**config.mk**
```make
export PLATFORM = sky130hd
export DESIGN_NAME = ps2_tx
export DESIGN_NICKNAME = d
export VERILOG_FILES = /design/src/rtl/ps2_tx.sv
export SDC_FILE = /design/constraint.sdc
export NUM_CORES = 1
export LEC_CHECK = 0
export CAP_MARGIN = 20
export CORE_MARGIN = 3
export CORE_UTILIZATION = 57
export DETAILED_ROUTE_END_ITERATION = 10
export PLACE_DENSITY = 0.76
export SLEW_MARGIN = 20
export SYNTH_ARGS = -nofsm -noshare
export SYNTH_HDL_FRONTEND = slang
export SYNTH_SLANG_ARGS = --single-unit
```
**constraint.sdc**
```tcl
create_clock -name clock -period 3.3 [get_ports clock]
set_input_delay 0.99 -clock clock [delete_from_list [all_inputs] [get_ports clock]]
set_output_delay 0.99 -clock clock [all_outputs]
set_load 0.005 [all_outputs]
```
**src/rtl/ps2_tx.sv**
```systemverilog
// Host-to-device PS/2 transmitter: inhibit, request-to-send, device-clocked byte with odd parity and ACK.
// Optional build macro PS2_TX_ACK_CHECK_EN: when defined, a NACK at the 11th device clock sets tx_err.
`timescale 1ns/1ps

module ps2_tx #(
  parameter int INHIBIT_CYCLES = 5000,
  parameter int TIMEOUT_CYCLES = 750000
) (
  input  logic       clock,
  input  logic       reset_n,
  input  logic [7:0] tx_data,
  input  logic       tx_start,
  output logic       tx_busy,
  output logic       tx_done,
  output logic       tx_err,
  input  logic       ps2_clk_in,
  input  logic       ps2_dat_in,
  output logic       ps2_clk_oe,
  output logic       ps2_dat_oe
);

  localparam int CNT_MAX = (INHIBIT_CYCLES > TIMEOUT_CYCLES) ? INHIBIT_CYCLES : TIMEOUT_CYCLES;
  localparam int CNT_W   = $clog2(CNT_MAX + 1);
  localparam logic [CNT_W-1:0] INH_LAST = CNT_W'(INHIBIT_CYCLES - 1);
  localparam logic [CNT_W-1:0] TMO_LAST = CNT_W'(TIMEOUT_CYCLES - 1);

  typedef enum logic [2:0] {
    S_IDLE,
    S_INHIBIT,
    S_REQ,
    S_SEND,
    S_ACK,
    S_WAIT_IDLE,
    S_DONE
  } state_t;

  state_t           state, state_d;
  logic [CNT_W-1:0] cnt, cnt_d;
  logic [3:0]       bit_cnt, bit_cnt_d;
  logic [8:0]       shreg, shreg_d;
  logic             err, err_d;
  logic             dat_oe_d;

  logic [1:0] clk_sync, dat_sync;
  logic       clk_prev;
  logic       clk_s, dat_s, fe;

  // Synchronizers reset to the idle-bus level so release of reset never looks like a falling edge.
  always_ff @(posedge clock or negedge reset_n) begin
    if (!reset_n) begin
      clk_sync <= 2'b11;
      dat_sync <= 2'b11;
      clk_prev <= 1'b1;
    end else begin
      // NOTE: sequential state uses non-blocking assignments so every flop samples pre-edge values.
      clk_sync <= {clk_sync[0], ps2_clk_in};
      dat_sync <= {dat_sync[0], ps2_dat_in};
      clk_prev <= clk_sync[1];
    end
  end

  assign clk_s = clk_sync[1];
  assign dat_s = dat_sync[1];
  assign fe    = clk_prev & ~clk_s;

  always_comb begin
    // NOTE: every variable gets a default first so no path can infer a latch.
    state_d   = state;
    cnt_d     = cnt;
    bit_cnt_d = bit_cnt;
    shreg_d   = shreg;
    err_d     = err;
    dat_oe_d  = ps2_dat_oe;

    unique case (state)
      S_IDLE: begin
        dat_oe_d = 1'b0;
        if (tx_start) begin
          shreg_d   = {~^tx_data, tx_data};
          cnt_d     = '0;
          bit_cnt_d = '0;
          err_d     = 1'b0;
          state_d   = S_INHIBIT;
          dat_oe_d  = (INH_LAST == '0);
        end
      end

      // Data is pulled low on the last inhibit cycle so it precedes the clock release.
      S_INHIBIT: begin
        if (cnt == INH_LAST) begin
          cnt_d    = '0;
          dat_oe_d = 1'b1;
          state_d  = S_REQ;
        end else begin
          cnt_d    = cnt + CNT_W'(1);
          dat_oe_d = (cnt_d == INH_LAST);
        end
      end

      S_REQ, S_SEND, S_ACK, S_WAIT_IDLE: begin
        if (state == S_WAIT_IDLE && clk_s && dat_s) begin
          state_d = S_DONE;
        end else if (fe) begin
          cnt_d = '0;
          if (state == S_ACK) begin
`ifdef PS2_TX_ACK_CHECK_EN
            err_d = dat_s;
`else
            err_d = err;
`endif
            state_d = S_WAIT_IDLE;
          end else if (state == S_SEND && bit_cnt == 4'd9) begin
            dat_oe_d = 1'b0;
            state_d  = S_ACK;
          end else if (state != S_WAIT_IDLE) begin
            dat_oe_d  = ~shreg[0];
            shreg_d   = {1'b0, shreg[8:1]};
            bit_cnt_d = bit_cnt + 4'd1;
            state_d   = S_SEND;
          end
        end else if (cnt == TMO_LAST) begin
          err_d    = 1'b1;
          dat_oe_d = 1'b0;
          state_d  = S_DONE;
        end else begin
          cnt_d = cnt + CNT_W'(1);
        end
      end

      S_DONE: begin
        dat_oe_d = 1'b0;
        state_d  = S_IDLE;
      end

      default: begin
        dat_oe_d = 1'b0;
        state_d  = S_IDLE;
      end
    endcase
  end

  // Outputs are registered from next-state values so the pads never see decode glitches.
  always_ff @(posedge clock or negedge reset_n) begin
    if (!reset_n) begin
      state      <= S_IDLE;
      cnt        <= '0;
      bit_cnt    <= '0;
      shreg      <= '0;
      err        <= 1'b0;
      ps2_clk_oe <= 1'b0;
      ps2_dat_oe <= 1'b0;
      tx_busy    <= 1'b0;
      tx_done    <= 1'b0;
      tx_err     <= 1'b0;
    end else begin
      state      <= state_d;
      cnt        <= cnt_d;
      bit_cnt    <= bit_cnt_d;
      shreg      <= shreg_d;
      err        <= err_d;
      ps2_clk_oe <= (state_d == S_INHIBIT);
      ps2_dat_oe <= dat_oe_d;
      tx_busy    <= (state_d != S_IDLE);
      tx_done    <= (state_d == S_DONE);
      tx_err     <= (state_d == S_DONE) & err_d;
    end
  end

endmodule

```
Yosys cells after proc, flatten, opt, wreduce, memory -nomap -nowiden
Index checks and enable logic that the tools add are counted.
Widths: inputs -> output; s select.
{ "word_totals": {"reg_bits": 47, "input_bits": 13, "output_inout_bits": 5, "wordCells": 95} }
{ "classes": {"addsub": 2, "n_eq_ne": 22, "mux": 42, "n_bitwise": 4, "n_reduce_logical": 12} }
{ "ops": {"columns": ["cell", "n"], "rows": [
  ["$mux 20", 5],
  ["$pmux 20 s3", 1],
  ["$mux 9", 6],
  ["$eq 20x13->1 const B", 2],
  ["$mux 3", 8],
  ["$mux 4", 6],
  ["$add 20x1->20 const B", 1],
  ["$eq 20x20->1 const B", 1],
  ["$pmux 9 s2", 1],
  ["$ne 2x2->1 const B", 6],
  ["$ne 3x3->1 const B", 4],
  ["$mux 1", 11],
  ["$eq 3x3->1 const B", 3],
  ["$pmux 3 s3", 1],
  ["$pmux 4 s2", 1],
  ["$reduce_and 4->1", 2],
  ["$reduce_xnor 8->1", 1],
  ["$reduce_and 7->1", 1],
  ["$eq 3x1->1 const B", 2],
  ["$eq 3x2->1 const B", 2],
  ["$reduce_bool 3->1", 2],
  ["$add 4x1->4 const B", 1],
  ["$eq 4x4->1 const B", 1],
  ["$ne 4x4->1 const B", 1],
  ["7 further kinds", 12]
]} }

Depth between registers and ports, before layout
{ "depth": {"word_depth": 9, "mapped_depth": 9, "mapped_depth_nobuf": 8} }

Least setup slack after synthesis
OpenSTA, ideal clock, no wires.
{ "synth_path": {"path_kind": "flip-flop to flip-flop", "from": "reg cnt[15]", "to": "reg cnt[3]", "setup_time_ns": 0.124, "t_arrival_ns": 2.308, "required_time_ns": 3.176, "path_slack_ns": 0.868, "stages_incl_launch_ff": 8, "n_path_buf": 1, "synth_period_minus_slack_ns": 2.432, "path_cell_list": "dfrtp_1 -> or4_1 -> or4_4 -> o21bai_4 -> and2_4 -> buf_6 -> o21ai_2 -> a211o_1"} }
{ "synth_via": {"elab_chain_cells": 3, "word_cells_on_any_way": 6, "classes_between": "eq/ne (3); mux (2); reduce/logical (1)"} }
{ "synth_lines": {"columns": ["element", "line", "rtl"], "rows": [
  ["start: declaration", "38", "logic [CNT_W-1:0] cnt, cnt_d;"],
  ["start signal: assignment", "157", "cnt <= cnt_d;"],
  ["$eq 20x20->1 or $eq 20x13->1 (tied branches)", "121, 90", null],
  ["$ne 3x3->1 (no source line) or $mux 20 (tied branches)", null, null],
  ["$reduce_and 4->1 (no source line) or $pmux 20 s3 (tied branches)", null, null]
]} }
Parallel ways exist; a longest one is shown, timed or not.
A chain may end at the register's enable or synchronous reset.

Worst setup path in the final report
{ "layout_path": {"from": "reg cnt[0]", "to": "reg cnt[18]"} }
{ "layout_via": {"elab_chain_cells": 5, "word_cells_on_any_way": 10, "classes_between": "add/sub (1); eq/ne (3); mux (5); reduce/logical (1)"} }
{ "layout_lines": {"columns": ["element", "line", "rtl"], "rows": [
  ["$add 20x1->20", "95, 126", null],
  ["$mux 20", "121", "end else if (cnt == TMO_LAST) begin"],
  ["$mux 20", "103", "end else if (fe) begin"],
  ["$mux 20", "101", "if (state == S_WAIT_IDLE && clk_s && dat_s) begin"],
  ["$pmux 20 s3", "75", "unique case (state)"]
]} }
Parallel ways exist; a longest one is shown, timed or not. The select of a mux whose other input is x is not followed.

==> metrics <==
endpoint type of the worst setup path=flip-flop; wire length of the first global-routing pass=10500 um; Slowest cell on crit path=sky130_fd_sc_hd__dfrtp_1; Crit path buffers/inverters=0; Max Root-Sink Buffers=2; vias in the first global route=2149; Psw=0.224 mW; clock transition at the registers of the reported paths=0.09 ns; cells along the critical path=ha_1 > nand3_1 > nor2_1 > nand4b_1 > nand2_1 > a21oi_1 > mux2i_1; hold-fix buffer count after cts=0; first-pass iteration count of the detailed router=5; main combinational cell family by area after synthesis=simple AND/OR/NAND/NOR gates; most frequent cells in the layout=42 x sky130_fd_sc_hd__dfrtp_1, 28 x sky130_fd_sc_hd__nor2_1, 27 x sky130_fd_sc_hd__a21oi_1; count of pins on the block boundary=18; last weighted congestion value of the routability-driven placer=0.929; nets@finish=348; Die X-Extent=76.6 um; Avg Vias per Cell=6.25; highest attainable clock frequency=0.376 GHz; stage delay of the slowest cell on the critical path=0.46 ns; Final Cycle Share=0.805; Layout Area Growth over Synthesis=11.8%; Max H-tree Level=2; gr usage total=0.223; pin count of the biggest net entering global routing=48; multiplexer area fraction after synthesis=0.0317; clock power share=0.402; Least-Margin Pin Slew=0.952 ns; gate family responsible for the most delay along the worst path=simple AND/OR/NAND/NOR gates; worst hold slack across all endpoints=0.352 ns; initial antenna violation count=0; Post-Synthesis Cell Area=0.00284 mm2; number of vias in the routed layout=2495; clock tree skew after final layout=0.00987 ns; worst endpoint data arrival time=2.88 ns; peak ir drop on the vdd network=0.000288 V; PortBufs=17; number of resized instances in the post-cts repair step=0; # setup viols final=0; Internal=0.836 mW; shortest period the worst path allows=2.66 ns; average detailed-routed wire length per instance=16.3 um; TritonCTS clock tree=built; endpoints failing hold=0; total global routing overflow=0; kind of critical path=flip-flop to flip-flop; number of buffers added by the clock tree synthesis step=5; outcome=complete, no violations; instance count of the mapped netlist=320; max-capacitance violation count=0; top_reg_cell synth=sky130_fd_sc_hd__dfrtp_1; crit-path max FO=9; Vert. Die Dim=76.6 um; count of nets left with antenna violations after detail routing=0; Floorplan Core Area=0.00479 mm2; total DRC errors in the routed layout=0; detailed router's first-iteration violation count=267; fraction of final layout cells with drive strength greater than 1=0.102; leak pwr=1.42 nW; effective utilization at floorplan=0.594; number of placement rows=25; parity-gate share of the synthesized area counting xor and xnor cells=0.0401; total count of max-transition violations in the final report=0; data required time at the worst endpoint=3.52 ns; power per cell area=334 mW/mm2; Distinct cells, synth=62; die outline area=0.00587 mm2; register area share after synthesis=0.416; Simple-Gate Fraction of Synth Area=0.232; Min-Delay Path Class=flip-flop to flip-flop; Synth Net Count=337; number of flops mapped to enable cells by yosys=0; worst max-slew margin expressed relative to the limit=0.363; Post-CTS Setup Bufs=0; average size of a mapped cell=8.88 um2; root buffer selected by CTS=sky130_fd_sc_hd__clkbuf_8; asr flop ratio synth=1.00; switching fraction of total power=0.211; sequential share of power=0.551; pre-CTS WS=0.645 ns; worst-case setup margin in the final layout=0.644 ns; Overall Power=1.06 mW; most common cell after layout, fill and taps aside=sky130_fd_sc_hd__dfrtp_1; Num Clock Sinks=47; complex-gate fraction of the synthesized area=0.218; Synth Area in Adders=0.0176; ant diodes=0; number of storage elements in the synthesis netlist=47; share of power burned in combinational logic=0.047; startpoint type of the worst setup path=flip-flop; setup_tns=0 ns; HPWL after detailed placement=4540 um; clock insertion delay at the later pin of the skew report=0.30 ns; final wirelength=6490 um; unrepaired setup endpoints after global routing=no; Yosys warning count=0
==> flip-flops by register name (all words and copies together), names as in the netlist <==
register and count:
cnt 20, ps2_clk_oe 1, state 3, bit_cnt 4, clk_prev 1, err 1, clk_sync 2, tx_busy 1
tx_err 1, tx_done 1, shreg 9, ps2_dat_oe 1, dat_sync 2
==> synth_stat cells (all sizes together), types with 5 or more instances <==
master	number	area (um2)
nand2b	7	43.8
nor3	11	55.1
a21oi	27	135
clkbuf	15	57.6
nand4	11	68.8
dfrtp	42	1050
xor2	5	43.8
nand2	23	86.3
nor2	29	111
inv	9	33.8
dfstp	5	131
buf	5	33.8
nor4	6	37.5
o21ai	27	139
mux2i	9	90.1
xnor2	8	70.1
nand3	9	45.0
and3	8	50.1
==> worst paths after layout <==
path	startpoint	endpoint	slack [ns]	depth (start not counted)
min in group asynchronous	reset_n	cnt[13]$_DFFE_PN0P_	0.68	1
min	clk_sync[0]$_DFF_PN1_	clk_sync[1]$_DFF_PN1_	0.35	0
max	cnt[0]$_DFFE_PN0P_	cnt[18]$_DFFE_PN0P_	0.64	7
min reg2reg	clk_sync[0]$_DFF_PN1_	clk_sync[1]$_DFF_PN1_	0.35	0
max reg2reg	cnt[0]$_DFFE_PN0P_	cnt[18]$_DFFE_PN0P_	0.64	7
max in group asynchronous	reset_n	cnt[6]$_DFFE_PN0P_	2.21	1
==> power groups by stage <==
stage	sequential (mW)	clock, mW	combinational, mW
floorplan	0.594	0	0.0213
global placement	0.595	0	0.0501
detailed placement	0.595	0	0.0506
CTS	0.584	0.440	0.0508
global route	0.585	0.469	0.0554
finish	0.584	0.426	0.0502
==> kinds of logic (layout without fill, tap and decap cells) <==
| kind of cell | Yosys count | in the layout |
|---|---|---|
| AND/OR/NAND/NOR | 125 | 125 |
| AO/OA/AOI/OAI | 93 | 93 |
| buffers and inverters | 29 | 41 |
| multiplexers | 9 | 9 |
| adder cells (fa/ha/maj) | 4 | 4 |
| flip-flops | 47 | 47 |
| XOR/XNOR | 13 | 13 |
==> routing by layer <==
layer / vias up / part of all wire / GRT usage
met2: 107 / 0.44 / 0.330
li1: 1193 / - / -
met4: 0 / 0.016 / 0.0652
met3: 15 / 0.073 / 0.0473
met1: 1180 / 0.47 / 0.330
met5: - / 0 / 0
==> layout make-up <==
type | instances | area, um2
Fill cell | 403 | 1610
Multi-Input combinational cell | 244 | 1540
Sequential cell | 47 | 1180
Timing Repair Buffer | 24 | 220
Tap cell | 67 | 83.8
Clock buffer | 5 | 68.8
Clock inverter | 3 | 47.5
Inverter | 9 | 33.8
==> through the flow <==
step	cells	area [um2]	util
2_1_floorplan	320	2840	-
3_3_place_gp	391	3060	0.639
3_5_place_dp	391	3060	0.639
4_1_cts	399	3170	0.663
5_1_grt	399	3180	0.664
6_report	399	3180	0.664
(Power assumes the default switching activity.)
